File: src/rtl/pll_ctrl_pkg.sv
// Shared definitions for the CC_PLL reset sequencer: state encodings,
// 10 MHz default timing and the per-state output decode.
package pll_ctrl_pkg;

    localparam logic [2:0] ST_RESET     = 3'd0;
    localparam logic [2:0] ST_STDY_RST  = 3'd1;
    localparam logic [2:0] ST_WAIT_LOCK = 3'd2;
    localparam logic [2:0] ST_SETTLE    = 3'd3;
    localparam logic [2:0] ST_RUN       = 3'd4;
    localparam logic [2:0] ST_LOST      = 3'd5;
    localparam logic [2:0] ST_FAIL      = 3'd6;

    // Defaults for a 10 MHz reference clock.
    localparam int DEF_LOCK_TIMEOUT = 10000;
    localparam int DEF_SETTLE_CYC   = 1000;
    localparam int DEF_STDY_RST_CYC = 4;
    localparam int DEF_MAX_RETRY    = 3;
    localparam int DEF_CNT_W        = 16;

    typedef struct packed {
        logic pll_stdy_rst;
        logic core_reset;
        logic ready;
        logic fail;
    } ctrl_out_t;

    // Moore output decode; the top registers the result for the state being entered.
    function automatic ctrl_out_t state_outputs(input logic [2:0] st);
        ctrl_out_t o;
        o.pll_stdy_rst = (st == ST_RESET) || (st == ST_STDY_RST);
        o.core_reset   = (st != ST_RUN);
        o.ready        = (st == ST_RUN);
        o.fail         = (st == ST_FAIL);
        return o;
    endfunction

endpackage

File: src/rtl/sync2.sv
// Generic two-flop synchroniser for slow-changing level signals crossing
// into the local clock domain; clears to zero on reset.
module sync2 #(
    parameter int WIDTH = 1
) (
    input  logic             clk,
    input  logic             rst,
    input  logic [WIDTH-1:0] d,
    output logic [WIDTH-1:0] q
);

    logic [WIDTH-1:0] meta;

    always_ff @(posedge clk or posedge rst) begin
        if (rst) begin
            meta <= '0;
            q    <= '0;
        end else begin
            meta <= d;
            q    <= meta;
        end
    end

endmodule

File: src/rtl/pll_rst_ctrl.sv
// PLL lock supervisor on the reference clock: pulses the lock-steady detector
// reset, waits for a stable lock, then releases the core reset.
module pll_rst_ctrl
    import pll_ctrl_pkg::*;
#(
    parameter int LOCK_TIMEOUT = DEF_LOCK_TIMEOUT,
    parameter int SETTLE_CYC   = DEF_SETTLE_CYC,
    parameter int STDY_RST_CYC = DEF_STDY_RST_CYC,
    parameter int MAX_RETRY    = DEF_MAX_RETRY,
    parameter int CNT_W        = DEF_CNT_W
) (
    input  logic       pclk,
    input  logic       reset,
    input  logic       pll_locked,
    input  logic       pll_locked_stdy,
    output logic       pll_stdy_rst,
    output logic       core_reset,
    output logic       ready,
    output logic       fail,
    output logic [7:0] loss_cnt,
    output logic [2:0] state
);

    localparam int RETRY_W = $clog2(MAX_RETRY + 1);

    localparam logic [CNT_W-1:0]   TIMEOUT_LAST = CNT_W'(LOCK_TIMEOUT - 1);
    localparam logic [CNT_W-1:0]   SETTLE_LAST  = CNT_W'(SETTLE_CYC - 1);
    localparam logic [CNT_W-1:0]   STDY_LAST    = CNT_W'(STDY_RST_CYC - 1);
    localparam logic [RETRY_W-1:0] RETRY_LAST   = RETRY_W'(MAX_RETRY - 1);

    if (LOCK_TIMEOUT < 1 || LOCK_TIMEOUT >= (1 << CNT_W)) begin : g_bad_lock_timeout
        $error("pll_rst_ctrl: LOCK_TIMEOUT must be in [1, 2**CNT_W)");
    end
    if (SETTLE_CYC < 1 || SETTLE_CYC >= (1 << CNT_W)) begin : g_bad_settle_cyc
        $error("pll_rst_ctrl: SETTLE_CYC must be in [1, 2**CNT_W)");
    end
    if (STDY_RST_CYC < 1 || STDY_RST_CYC >= (1 << CNT_W)) begin : g_bad_stdy_rst_cyc
        $error("pll_rst_ctrl: STDY_RST_CYC must be in [1, 2**CNT_W)");
    end
    if (MAX_RETRY < 1) begin : g_bad_max_retry
        $error("pll_rst_ctrl: MAX_RETRY must be at least 1");
    end

    logic [1:0]         lock_sync;
    logic               lk;
    logic               lks;
    logic               lock_ok;
    logic [CNT_W-1:0]   timer;
    logic [CNT_W-1:0]   timer_n;
    logic [RETRY_W-1:0] retry;
    logic [RETRY_W-1:0] retry_n;
    logic [2:0]         state_n;
    logic [7:0]         loss_n;
    ctrl_out_t          out_q;
    ctrl_out_t          out_n;

    sync2 #(
        .WIDTH (2)
    ) u_lock_sync (
        .clk (pclk),
        .rst (reset),
        .d   ({pll_locked_stdy, pll_locked}),
        .q   (lock_sync)
    );

    assign lk      = lock_sync[0];
    assign lks     = lock_sync[1];
    assign lock_ok = lk & lks;

    always_comb begin
        state_n = state;
        timer_n = timer;
        retry_n = retry;
        loss_n  = loss_cnt;
        case (state)
            ST_RESET: begin
                state_n = ST_STDY_RST;
                timer_n = '0;
            end
            ST_STDY_RST: begin
                if (timer == STDY_LAST) begin
                    state_n = ST_WAIT_LOCK;
                    timer_n = '0;
                end else begin
                    timer_n = timer + CNT_W'(1);
                end
            end
            ST_WAIT_LOCK: begin
                // Lock is checked before the timeout so a late lock still wins.
                if (lock_ok) begin
                    state_n = ST_SETTLE;
                    timer_n = '0;
                end else if (timer == TIMEOUT_LAST) begin
                    retry_n = retry + RETRY_W'(1);
                    timer_n = '0;
                    state_n = (retry == RETRY_LAST) ? ST_FAIL : ST_STDY_RST;
                end else begin
                    timer_n = timer + CNT_W'(1);
                end
            end
            ST_SETTLE: begin
                if (!lock_ok) begin
                    state_n = ST_WAIT_LOCK;
                    timer_n = '0;
                end else if (timer == SETTLE_LAST) begin
                    state_n = ST_RUN;
                    timer_n = '0;
                    retry_n = '0;
                end else begin
                    timer_n = timer + CNT_W'(1);
                end
            end
            ST_RUN: begin
                if (!lock_ok) begin
                    state_n = ST_LOST;
                    loss_n  = (loss_cnt == 8'hFF) ? loss_cnt : loss_cnt + 8'd1;
                end
            end
            ST_LOST: begin
                state_n = ST_STDY_RST;
                timer_n = '0;
            end
            ST_FAIL: begin
                state_n = ST_FAIL;
            end
            default: begin
                state_n = ST_RESET;
                timer_n = '0;
            end
        endcase
    end

    // Outputs are registered from the next state so they line up with `state`.
    assign out_n = state_outputs(state_n);

    always_ff @(posedge pclk or posedge reset) begin
        if (reset) begin
            state    <= ST_RESET;
            timer    <= '0;
            retry    <= '0;
            loss_cnt <= 8'd0;
            out_q    <= state_outputs(ST_RESET);
        end else begin
            state    <= state_n;
            timer    <= timer_n;
            retry    <= retry_n;
            loss_cnt <= loss_n;
            out_q    <= out_n;
        end
    end

    assign pll_stdy_rst = out_q.pll_stdy_rst;
    assign core_reset   = out_q.core_reset;
    assign ready        = out_q.ready;
    assign fail         = out_q.fail;

endmodule

File: config.mk
export PLATFORM = sky130hd
export DESIGN_NAME = pll_rst_ctrl
export DESIGN_NICKNAME = d
export VERILOG_FILES = /design/src/rtl/pll_ctrl_pkg.sv /design/src/rtl/sync2.sv /design/src/rtl/pll_rst_ctrl.sv
export SDC_FILE = /design/constraint.sdc
export NUM_CORES = 1
export LEC_CHECK = 0
export ABC_CLOCK_PERIOD_IN_PS = 7000
export BUFFER_PORTS_ARGS = -buffer_cell sky130_fd_sc_hd__clkbuf_2
export CORE_MARGIN = 2
export CORE_UTILIZATION = 62
export DETAILED_ROUTE_END_ITERATION = 8
export GPL_TIMING_DRIVEN = 0
export PLACE_DENSITY_LB_ADDON = 0.25
export SLEW_MARGIN = 20
export SYNTH_ARGS = -nofsm -noshare
export SYNTH_HDL_FRONTEND = slang
export SYNTH_SLANG_ARGS = --single-unit
File: constraint.sdc
create_clock -name pclk -period 7 [get_ports pclk]
set_input_delay 1.05 -clock pclk [delete_from_list [all_inputs] [get_ports pclk]]
set_output_delay 1.05 -clock pclk [all_outputs]
set_load 0.05 [all_outputs]
Word level (Yosys, flattened, before mapping)
Cells that the tools add are included.

cells by class
  add/sub/neg operators = 3
  equal/unequal tests = 19
  muxes and demuxes = 19
  bitwise gates (word level) = 3
  reductions and logical operators = 8

operators by type and width
  operator               number
  $mux 16                5
  $pmux 16 s4            1
  $mux 3                 7
  $pmux 3 s6             1
  $add 16x1->16 const B  1
  $eq 16x10->1 const B   1
  $eq 16x14->1 const B   1
  $eq 16x2->1 const B    1
  $eq 3x3->1 const B     5
  $add 8x1->8 const B    1
  $eq 8x8->1 const B     1
  $mux 2                 4
  $ne 2x2->1 const B     4
  $eq 3x1->1 const B     2
  $eq 3x2->1 const B     2
  $logic_not 3->1        2
  $reduce_and 5->1       1
  $pmux 2 s2             1
  $reduce_or 2->1        2
  $ne 3x3->1 const B     1
  $reduce_and 3->1       1
  $add 2x1->2 const B    1
  $eq 2x2->1 const B     1
  $not 1->1              2
  other kinds (3)        3

word-level totals
  register bits after elaboration = 37
  output and inout bits = 15
  logic and storage cells = 62

Logic depth before layout (Yosys ltp)
  word-level depth = 7
  mapped depth = 8
  depth with buffers taken out = 7

Hierarchy
Synthesis repeated with hierarchy kept, for this count alone.

unflattened totals
  cells, all modules = 200
  area total of the unflattened synthesis = 1978.1 um^2

modules (own cells, without submodules)
  module        times used  cells each  area each (um^2)
  pll_rst_ctrl  1           195         1874.3
  sync2         1           5           103.8

Worst setup path after synthesis
Ideal clock, no wire load.

  kind = register to register
  start = register state[1]
  end = register out_q (netlist bit core_reset)
  arrival time = 2325 ps
  data required time = 6918 ps
  setup slack = 4593 ps
  stages on the path, launching flop included = 7
  clock period less this slack = 2407 ps
  cell sequence = dfrtp_1 > clkbuf_1 > nand3_1 > or4_4 > o211ai_2 > or3b_1 > or2_1

RTL lines
  element                 RTL line             RTL
  from (decl)             pll_rst_ctrl.sv:21   output logic [2:0] state
  from (signal assigned)  pll_rst_ctrl.sv:144  state <= state_n;
  to (signal assigned)    pll_rst_ctrl.sv:142  out_q <= state_outputs(ST_RESET);
  to (signal assigned)    pll_rst_ctrl.sv:148  out_q <= out_n;
  to (decl)               pll_rst_ctrl.sv:54   ctrl_out_t out_q;

Worst setup path after layout
  start = register timer[0]
  end = register timer[9]

between the ends
  word-level cells in the longest chain between the ends = 4

RTL lines
  element                                      RTL line                                                     RTL
  from (decl)                                  pll_rst_ctrl.sv:48                                           logic [CNT_W-1:0] timer;
  from (signal assigned)                       pll_rst_ctrl.sv:145                                          timer <= timer_n;
  $add 16x1->16, or another cell as far along  pll_rst_ctrl.sv:85, pll_rst_ctrl.sv:98, pll_rst_ctrl.sv:110
  $mux 16, on equally long branches            pll_rst_ctrl.sv:105, pll_rst_ctrl.sv:93
  $mux 16, on equally long branches            pll_rst_ctrl.sv:102, pll_rst_ctrl.sv:90
  $pmux 16 s4 (*)                              pll_rst_ctrl.sv:75                                           case (state)

Mark *: on every way between the ends. The rest lies on a longest branch, timed or not.
A chain may end at the register's enable or synchronous reset.

==> flow_summary.toml <==
[yosys]
synth_nets = 216
yosysWarningCount = 0
post-synth-top-area-fraction_pct = 46.4
synth_edf_count = 0
yosys_most_used_dff = "sky130_fd_sc_hd__dfrtp_1"
ys_seq_elements = 37
share_of_synthesized_flip_flops_with_an_asynchronous_set_or_reset_pct = 100
synth_common_cells = "38 x sky130_fd_sc_hd__nand2_1, 35 x sky130_fd_sc_hd__dfrtp_1, 19 x sky130_fd_sc_hd__nor2_1"
synth_cell_types = 40
share_of_the_yosys_chip_area_belonging_to_registers_pct = 49.2
post_synth_main_area_contributors = "sky130_fd_sc_hd__dfrtp_1 46%, sky130_fd_sc_hd__nand2_1 7.6%, sky130_fd_sc_hd__o21ai_0 4.8%, sky130_fd_sc_hd__nor2_1 3.8%, sky130_fd_sc_hd__xor2_1 3.2%"
mappedNetlistArea_sq_um = 1890
syn-mean-instance-area_sq_um = 9.03
postSynthCellCount = 209
yosys.cell_count.top_type = "sky130_fd_sc_hd__nand2_1"
synthDominantAreaCellType = "sky130_fd_sc_hd__dfrtp_1"

[die]
die_width_um = 59.2
placeableCoreArea_sq_um = 2980
placement_rows = 20
dieHeight_um = 59.2
num_io_pins = 19
floorplan.die_area_sq_um = 3500
initial_utilization_pct = 63.4

[layout]
layoutNonFillerInstCount = 268
area_delta_synth_final_pct = 11.2
share_of_cells_above_drive_strength_1_pct = 17.0
finalInstanceArea_sq_um = 2100
n_antenna_cell = 0
utilization_pct = 70.5
fin_nets = 241

[timing]
post-route-min-period_ns = 2.61
timing.max_slew.rel_slack_pct = 51.4
period_share_pct = 37.3
grt_setup_unrepaired = "no"
timing_max_transition_violations_final = 0
hold_viol = 0
tns_ns = 0
fmax_ghz = 0.383
timing.final.setup_violations = 0
slew_at_the_pin_with_the_worst_max_slew_slack_ns = 0.728
final.setup_skew_ns = 0.00781

[clock_tree]
cts-htree-levels = 2
tritoncts = "built"
number_of_clock_sinks = 37
cts.clk_slew.worst_paths_ns = 0.12
post_cts_buffers = 0
cts_buffers = 5
clk-insertion-delay-late_ns = 0.35
cts-root-to-sink-buffers = 2
postCtsResizedCells = 0
cts_hold_buffers = 0
clock_tree.root_cell = "sky130_fd_sc_hd__clkbuf_4"

[placed_design]
placed_cell_area_sq_um = 2020
dpl.cell_count = 260
detailedPlacementHpwl_um = 2820
routabilityCongestion = 0.867
portBuffers = 18

[run]
maxCapViolations = 0

[setup_path]
worstSetupStartpointType = "flip-flop"
worst_setup_path_category = "reg -> reg"
critPathArrivalTime_ns = 2.87
cp.required_ns = 7.26
end_kind = "flip-flop"
critical_path.max_fanout = 10

[power_and_ir_drop]
max-vdd-ir-drop_v = 0.000163
leakage_nw = 0.967
pwr_density_cell_nw_per_um2 = 266

[status]
status = "completed"

[grt]
grt_pass1_vias = 1564
grt_max_degree = 38
grt_pass1_wl_um = 6660
globalRoute.totalOverflow = 0
gr-usage-all-layers_pct = 25.4
antenna_found_initial = 0

[routing]
avgViaCountPerCell = 6.17
finalWirelength_um = 3900
drc_errors = 0
postRouteAntennaNets = 0
drt_pre_antenna_iters = 5
drtIter0Drc = 93
vias = 1653
wire_per_inst_um = 14.5

[min_path]
worst_hold_path_type = "reg -> reg"
## cells by family (layout without fill, tap and decap cells)
group / after synthesis / after routing / synth area share (%)
xor gates and xnor gates: 11 / 11 / 5.11
AOI/OAI and AO/OA: 37 / 37 / 12.1
DFF: 37 / 37 / 49.2
buffers and inverters: 13 / 39 / 2.79
muxes: 1 / 1 / 0.597
and+or+nand+nor: 107 / 107 / 28.2
adders and majority gates: 3 / 3 / 1.99
## worst max-delay path, cell delays in order (launching register included)
cell and delay [ns]:
sky130_fd_sc_hd__dfrtp_1 0.45, sky130_fd_sc_hd__ha_1 0.26, sky130_fd_sc_hd__nor4b_1 0.16, sky130_fd_sc_hd__nand3_1 0.14
sky130_fd_sc_hd__o21ai_0 0.11, sky130_fd_sc_hd__a211oi_1 0.60, sky130_fd_sc_hd__clkbuf_1 0.45, sky130_fd_sc_hd__o21ai_0 0.21
sky130_fd_sc_hd__o211ai_1 0.14
## report_power, final
part           switching (mW)  internal, mW
Clock                  0.0722        0.0760
Combinational           0.117        0.0440
Sequential             0.0162         0.233
## worst paths after layout
kind                                     start          endpoint  slack (ns)  cells past startpoint
setup / recovery                      timer[0]          timer[9]        4.39                      8
hold / removal             u_lock_sync.meta[0]  u_lock_sync.q[0]        0.35                      0
setup reg to reg                      timer[0]          timer[9]        4.39                      8
hold reg to reg            u_lock_sync.meta[0]  u_lock_sync.q[0]        0.35                      0
max in group asynchronous                reset          timer[7]        5.74                      2
min in group asynchronous                reset  u_lock_sync.q[1]        0.79                      2
## sequential cells by signal, indices dropped and copies added (netlist names)
signal / count
retry: 2
timer: 16
pll_stdy_rst: 1
ready: 1
u_lock_sync.meta: 2
u_lock_sync.q: 2
loss_cnt: 8
state: 3
fail: 1
core_reset: 1
## through the flow
| stage | power, mW | hold WS, ns | worst slack (ns) |
|---|---|---|---|
| floorplan | 0.369 | 0.331 | 4.59 |
| global placement | 0.403 | 0.333 | 4.53 |
| detailed placement | 0.411 | 0.335 | 4.50 |
| CTS | 0.557 | 0.365 | 4.49 |
| global route | 0.584 | 0.377 | 4.26 |
| finish | 0.558 | 0.352 | 4.39 |
## cell type report
type / instances / area, sq um
Buffer: 8 / 33.8
Clock buffer: 6 / 41.3
Clock inverter: 2 / 38.8
Fill cell: 245 / 880
Inverter: 5 / 18.8
Multi-Input combinational cell: 159 / 906
Sequential cell: 37 / 928
Tap cell: 33 / 41.3
Timing Repair Buffer: 18 / 90.1
## routing by layer
metal | up-vias | track usage, % | share of wire (%)
met2 | 70 | 41.0 | 49
met5 | - | 0 | 0
li1 | 779 | - | -
met1 | 794 | 31.8 | 42
met4 | 0 | 10.7 | 1.9
met3 | 10 | 7.64 | 6.6
## cells in the final DEF, fill, tap and decap left out, drive strengths merged, types with 2 or more instances in the layout
| master | n |
|---|---|
| or3 | 5 |
| nand4 | 7 |
| a21oi | 3 |
| nand3 | 9 |
| xnor2 | 4 |
| nor4 | 2 |
| ha | 3 |
| o21ai | 19 |
| nand2b | 2 |
| and3 | 2 |
| nand3b | 2 |
| clkbuf | 29 |
| nor3 | 8 |
| dfstp | 2 |
| o211ai | 8 |
| nand2 | 39 |
| or2 | 2 |
| o22ai | 3 |
| nor2b | 4 |
| dfrtp | 35 |
| inv | 5 |
| buf | 3 |
| xor2 | 7 |
| nor2 | 19 |
| or4 | 3 |
Note: power is estimated with default switching activity, not from simulation.
